[config.mk]
export PLATFORM = sky130hd
export DESIGN_NAME = complex_nr_acc_flat
export DESIGN_NICKNAME = d
export VERILOG_FILES = /design/src/rtl/complex_nr_acc_if.sv /design/src/rtl/complex_nr_acc.sv /design/src/flat_wrapper.sv
export SDC_FILE = /design/constraint.sdc
export NUM_CORES = 1
export LEC_CHECK = 0
export BUFFER_PORTS_ARGS = -buffer_cell sky130_fd_sc_hd__clkbuf_2
export CAP_MARGIN = 10
export CORE_ASPECT_RATIO = 1.25
export CORE_MARGIN = 2
export CORE_UTILIZATION = 40
export DETAILED_ROUTE_END_ITERATION = 10
export GPL_TIMING_DRIVEN = 0
export PLACE_DENSITY_LB_ADDON = 0.05
export SYNTH_ARGS = -nofsm -noshare
export SYNTH_HDL_FRONTEND = slang
export SYNTH_SLANG_ARGS = --single-unit
[constraint.sdc]
create_clock -name clk -period 6.6 [get_ports clk]
set_clock_uncertainty 0.05 [all_clocks]
set_input_delay 0.99 -clock clk [delete_from_list [all_inputs] [get_ports clk]]
set_output_delay 0.99 -clock clk [all_outputs]
set_load 0.02 [all_outputs]
[src/rtl/complex_nr_acc_if.sv]
// Stream bundle between the complex multiplier and complex_nr_acc.
// Input side: in_val/in_ready with a complex product (in_re/in_im) and the frame length acc_len.
// Output side: out_val/out_ready with the accumulated sums (out_re/out_im) and the overflow flag.
// The slave modport is the accumulator; the master modport is its environment.
interface complex_nr_acc_if #(
  parameter int unsigned DATA_WIDTH = 8,
  parameter int unsigned ACC_WIDTH  = 2 * DATA_WIDTH + 8,
  parameter int unsigned CNT_WIDTH  = 8
);
  logic                      in_val;
  logic                      in_ready;
  logic [2*DATA_WIDTH-1:0]   in_re;
  logic [2*DATA_WIDTH-1:0]   in_im;
  logic [CNT_WIDTH-1:0]      acc_len;
  logic                      out_val;
  logic                      out_ready;
  logic [ACC_WIDTH-1:0]      out_re;
  logic [ACC_WIDTH-1:0]      out_im;
  logic                      out_ovf;

  modport slave (
    input  in_val, in_re, in_im, acc_len, out_ready,
    output in_ready, out_val, out_re, out_im, out_ovf
  );

  modport master (
    output in_val, in_re, in_im, acc_len, out_ready,
    input  in_ready, out_val, out_re, out_im, out_ovf
  );
endinterface

[src/rtl/complex_nr_acc.sv]
// Complex product accumulator: sums acc_len products (0 means 1) into wide signed real/imaginary
// accumulators and presents one result beat per frame, with a sticky signed-overflow flag.
// Ports: clk (rising edge), sw_rst (synchronous, active high), bus (slave modport of
// complex_nr_acc_if carrying the product input stream and the result output stream).
module complex_nr_acc #(
  parameter int unsigned DATA_WIDTH = 8,
  parameter int unsigned ACC_WIDTH  = 2 * DATA_WIDTH + 8,
  parameter int unsigned CNT_WIDTH  = 8
) (
  input logic              clk,
  input logic              sw_rst,
  complex_nr_acc_if.slave  bus
);
  localparam int unsigned PW = 2 * DATA_WIDTH;
  localparam int unsigned XW = ACC_WIDTH - PW;

  typedef enum logic [1:0] {StIdle, StAcc, StHold} state_e;

  state_e                 state_q, state_d;
  logic [ACC_WIDTH-1:0]   acc_re_q, acc_re_d, acc_im_q, acc_im_d;
  logic [ACC_WIDTH-1:0]   out_re_q, out_re_d, out_im_q, out_im_d;
  logic [CNT_WIDTH-1:0]   cnt_q, cnt_d, len_q, len_d;
  logic                   ovf_q, ovf_d, out_ovf_q, out_ovf_d;

  logic [ACC_WIDTH-1:0]   ext_re, ext_im, sum_re, sum_im;
  logic                   ov_re, ov_im, ovf_new;
  logic [CNT_WIDTH-1:0]   cnt_inc, len_in;
  logic                   in_xfer;

  assign ext_re  = {{XW{bus.in_re[PW-1]}}, bus.in_re};
  assign ext_im  = {{XW{bus.in_im[PW-1]}}, bus.in_im};
  assign sum_re  = acc_re_q + ext_re;
  assign sum_im  = acc_im_q + ext_im;
  // Signed overflow: operands agree in sign, sum does not.
  assign ov_re   = (acc_re_q[ACC_WIDTH-1] == ext_re[ACC_WIDTH-1]) &&
                   (sum_re[ACC_WIDTH-1] != acc_re_q[ACC_WIDTH-1]);
  assign ov_im   = (acc_im_q[ACC_WIDTH-1] == ext_im[ACC_WIDTH-1]) &&
                   (sum_im[ACC_WIDTH-1] != acc_im_q[ACC_WIDTH-1]);
  assign ovf_new = ovf_q | ov_re | ov_im;
  assign cnt_inc = cnt_q + 1'b1;
  assign len_in  = (bus.acc_len == '0) ? CNT_WIDTH'(1) : bus.acc_len;

  // Handshake outputs decode the state only.
  assign bus.in_ready = (state_q != StHold);
  assign bus.out_val  = (state_q == StHold);
  assign bus.out_re   = out_re_q;
  assign bus.out_im   = out_im_q;
  assign bus.out_ovf  = out_ovf_q;
  assign in_xfer      = bus.in_val && (state_q != StHold);

  always_comb begin
    state_d   = state_q;
    acc_re_d  = acc_re_q;
    acc_im_d  = acc_im_q;
    cnt_d     = cnt_q;
    len_d     = len_q;
    ovf_d     = ovf_q;
    out_re_d  = out_re_q;
    out_im_d  = out_im_q;
    out_ovf_d = out_ovf_q;
    unique case (state_q)
      StIdle: begin
        if (in_xfer) begin
          len_d    = len_in;
          acc_re_d = ext_re;
          acc_im_d = ext_im;
          cnt_d    = CNT_WIDTH'(1);
          ovf_d    = 1'b0;
          if (len_in == CNT_WIDTH'(1)) begin
            state_d   = StHold;
            out_re_d  = ext_re;
            out_im_d  = ext_im;
            out_ovf_d = 1'b0;
          end else begin
            state_d = StAcc;
          end
        end
      end
      StAcc: begin
        if (in_xfer) begin
          acc_re_d = sum_re;
          acc_im_d = sum_im;
          cnt_d    = cnt_inc;
          ovf_d    = ovf_new;
          if (cnt_inc == len_q) begin
            state_d   = StHold;
            out_re_d  = sum_re;
            out_im_d  = sum_im;
            out_ovf_d = ovf_new;
          end
        end
      end
      StHold: begin
        if (bus.out_ready) state_d = StIdle;
      end
      default: state_d = StIdle;
    endcase
  end

  always_ff @(posedge clk) begin
    if (sw_rst) begin
      state_q   <= StIdle;
      acc_re_q  <= '0;
      acc_im_q  <= '0;
      cnt_q     <= '0;
      len_q     <= '0;
      ovf_q     <= 1'b0;
      out_re_q  <= '0;
      out_im_q  <= '0;
      out_ovf_q <= 1'b0;
    end else begin
      state_q   <= state_d;
      acc_re_q  <= acc_re_d;
      acc_im_q  <= acc_im_d;
      cnt_q     <= cnt_d;
      len_q     <= len_d;
      ovf_q     <= ovf_d;
      out_re_q  <= out_re_d;
      out_im_q  <= out_im_d;
      out_ovf_q <= out_ovf_d;
    end
  end
endmodule

[src/flat_wrapper.sv]
// flat-port wrapper written by rule: the top's interface ports become plain ports
module complex_nr_acc_flat 
#(
  parameter int unsigned DATA_WIDTH = 8,
  parameter int unsigned ACC_WIDTH  = 2 * DATA_WIDTH + 8,
  parameter int unsigned CNT_WIDTH  = 8
)
  (clk, sw_rst, bus_in_val, bus_in_re, bus_in_im, bus_acc_len, bus_out_ready, bus_in_ready, bus_out_val, bus_out_re, bus_out_im, bus_out_ovf);
  complex_nr_acc_if #(.DATA_WIDTH(DATA_WIDTH), .ACC_WIDTH(ACC_WIDTH), .CNT_WIDTH(CNT_WIDTH)) bus_i ();
  input logic clk;
  input logic sw_rst;
  input wire logic [$bits(bus_i.in_val)-1:0] bus_in_val;
  input wire logic [$bits(bus_i.in_re)-1:0] bus_in_re;
  input wire logic [$bits(bus_i.in_im)-1:0] bus_in_im;
  input wire logic [$bits(bus_i.acc_len)-1:0] bus_acc_len;
  input wire logic [$bits(bus_i.out_ready)-1:0] bus_out_ready;
  output wire logic [$bits(bus_i.in_ready)-1:0] bus_in_ready;
  output wire logic [$bits(bus_i.out_val)-1:0] bus_out_val;
  output wire logic [$bits(bus_i.out_re)-1:0] bus_out_re;
  output wire logic [$bits(bus_i.out_im)-1:0] bus_out_im;
  output wire logic [$bits(bus_i.out_ovf)-1:0] bus_out_ovf;
  assign bus_i.in_val = bus_in_val;
  assign bus_i.in_re = bus_in_re;
  assign bus_i.in_im = bus_in_im;
  assign bus_i.acc_len = bus_acc_len;
  assign bus_i.out_ready = bus_out_ready;
  assign bus_in_ready = bus_i.in_ready;
  assign bus_out_val = bus_i.out_val;
  assign bus_out_re = bus_i.out_re;
  assign bus_out_im = bus_i.out_im;
  assign bus_out_ovf = bus_i.out_ovf;
  complex_nr_acc #(.DATA_WIDTH(DATA_WIDTH), .ACC_WIDTH(ACC_WIDTH), .CNT_WIDTH(CNT_WIDTH)) u_core (.clk(clk), .sw_rst(sw_rst), .bus(bus_i));
endmodule
==> metrics <==
status complete, no violations; WP data required 6.83 ns; max_cap viols 0; WP buf/inv 2; kind of critical path in -> reg; RSZ-0062 raised after global routing no; Final Worst Setup Slack 2.92 ns; DR pass1 iterations 5; pre-CTS setup slack 2.52 ns; FMAX 271 MHz; Post-Synth XOR/XNOR Area 4.79%; worst reg2reg startpoint u_core.acc_im_q[0]; Area growth, synth to finish 18.9%; GRT Util Overall about 25%; GR Util met1 31.1%; footprint of the multi-input gates ~0.0045 mm²; hpwl dp about 17 mm; Die W 123 µm; crit path from bus_in_im[0]; worst-path cell chain clkbuf_2 > ha_1 > inv_1 > fa_1 > nor2b_1 > o211ai_1 > a311o_1 > a211o_1 > o21ai_0 > xor2_1 > a21oi_1 > a211oi_1; post-route cell area 0.00848 mm²; post-synthesis cell type with the largest combined area dfxtp_1; main combinational cell family by area after synthesis compound AO/OA/AOI/OAI gates; Die Y 153 µm; Worst R2R Setup Slack around 3.3 ns; slew margin rel. 38.1%; Final Hold Fails 0; Yosys reg bits about 120; share of cells above drive strength 1 between 10% and 20%; clk sink count around 120; Setup violations, final 0; Netlist cell types 67; net count reported at finish roughly 1100; post-synth top area share 32.6%; total number of vias 7095; power per cell area 264 mW/mm²; most used routing layer met2; final worst path period need 3.68 ns; Num CTS Buffers 17; synth top area cells dfxtp_1 33%, ha_1 8.2%, a211oi_1 7.4%; yosys warns 0; Mapped Cells 906; vias in the first global route 6821; first-pass GRT wire length 36.7 mm; Post CTS Setup Buffer Count 0; met2 Use GR 42.4%; post-route DRC violation count 0; GR Layer Usage met3 4.89%; gpl congestion 0.862; total wire length 23.3 mm; Fill cells 1820; PostCTS Resize Cnt 0; Synth Cell Area roughly 0.0071 mm²; Largest stage delay, worst path 0.47 ns; slowest cell on the critical path o21ai_0; most frequent cells in the layout 116 x nor2_1, 116 x dfxtp_1, 100 x a21oi_1; Worst EP arrival 3.91 ns; Post-Synth Simple-Gate Area 18.9%; register area 0.00232 mm²; adder-cell area share of the yosys netlist 8.81%; Worst Setup End Kind flop; Async SR Flop Fraction 0%; Worst Hold Class reg -> reg; Hold-fix buffers, CTS 0; CP top delay family compound AO/OA/AOI/OAI gates; EDFF count, synth 0; peak supply drop roughly 0.18 mV; Syn Nets 999; ys flop type dfxtp_1; Slew Viols, Final 0; setup tns final 0 ns; worst skew pair latency roughly 0.43 ns; CTS clk-pin slew, worst paths 0.06 ns; worst slew pin tran 0.929 ns; initial antenna violation count 0; final core utilization about half; antenna cells 0; remaining antenna violation count 0; pin count of the biggest net entering global routing 17; die area 0.0189 mm²; area of the core about 0.017 mm²; Initial DRC Count 373; Area after DPL about 0.0079 mm²; Synth Area in Compound Gates 28.3%; CTS tree done; vias per cell between 5 and 6; multiplexer area fraction after synthesis 2.40%; critical path startpoint category primary input; Port Buffer Count between 90 and 100; critical path fanouts, max 3; Avg Cell Area, Syn 7.87 µm²; clock buffer depth 2; sequential element share of the synthesized area between 30 and 40%; Hold Startpoint u_core.bus.out_im[13]; Routed wire per std cell 18.5 µm; final worst path period share 55.8%; GRT overflow 0; I/O Pins 95; CTS root buf clkbuf_16; FP Rows 54; Starting Density between 40% and 50%; CTS HTree Levels 4; Leakage ~3.6 nW
worst register-to-register path: stages, from the launching register on:
cell,delay (ns)
dfxtp_1,0.33
ha_1,0.17
inv_1,0.06
fa_1,0.41
nor2b_1,0.17
o211ai_1,0.16
a311o_1,0.44
a211o_1,0.33
o21ai_0,0.47
xor2_1,0.14
a21oi_1,0.34
a211oi_1,0.12
metal layers:
metal / routed length, µm / vias to the layer above
li1: - / 3527
met1: 10200 / 3337
met2: 11400 / 182
met3: 992 / 49
met4: 717 / 0
met5: 0 / -
final timing paths:
check,end,cells past startpoint
min,u_core.bus.out_im[13],2
max reg2reg,u_core.bus.out_im[18],11
max,u_core.bus.out_im[18],12
min reg2reg,u_core.bus.out_im[13],2
layout make-up:
class                      count  area share [%]
multi-input combinational    716            53.2
sequential                   116            27.4
clock buffer                  21            5.55
timing repair buffer          94            5.55
tap                          224            3.31
buffer                        50            2.44
clock inverter                11            1.49
inverter                      24            1.06
metrics by stage:
step,instances,hold slack [ns],total power [mW]
2_1_floorplan,906,0.390,1.15
3_3_place_gp,1224,0.403,1.30
3_5_place_dp,1224,0.400,1.30
4_1_cts,1256,0.412,2.24
5_1_grt,1256,0.432,2.34
6_report,1256,0.406,2.23
synth_stat cells, types with 5 or more instances:
master	n
buf_2	8
ha_1	47
xnor2_1	23
mux2i_1	16
nand2b_1	8
o21ai_0	54
o211ai_1	7
a21oi_1	100
xor2_1	16
a22oi_1	5
a211oi_1	70
dfxtp_1	116
clkbuf_1	36
nor2b_1	9
nor2_1	116
and2_1	9
and3_1	13
inv_1	23
nand2_1	79
a31oi_1	7
a21o_1	15
or3_1	5
o21a_1	5
a211o_1	7
nand3_1	22
nor3_1	18
report_power, final:
group / total [mW] / switching (mW) / internal [mW]
logic: 0.528 / 0.331 / 0.197
registers: 0.767 / 0.0263 / 0.741
clock network: 0.938 / 0.352 / 0.586
total: 2.23 / 0.710 / 1.52
cells by family (layout without fill, tap and decap cells):
logic type,after synthesis,count (layout)
AO/OA/AOI/OAI,312,312
XOR/XNOR,39,39
adder cells (fa/ha/maj),49,49
buffers and inverters,74,200
flip-flops,116,116
multiplexers,17,17
AND/OR/NAND/NOR,299,299
registers in the layout, summed over array words and instances (netlist names):
name                count
u_core.len_q            8
u_core.bus.out_ovf      1
u_core.bus.out_re      24
u_core.state_q          2
u_core.cnt_q            8
u_core.acc_im_q        24
u_core.ovf_q            1
u_core.acc_re_q        24
u_core.bus.out_im      24
Power figures use the tool's default switching activity.
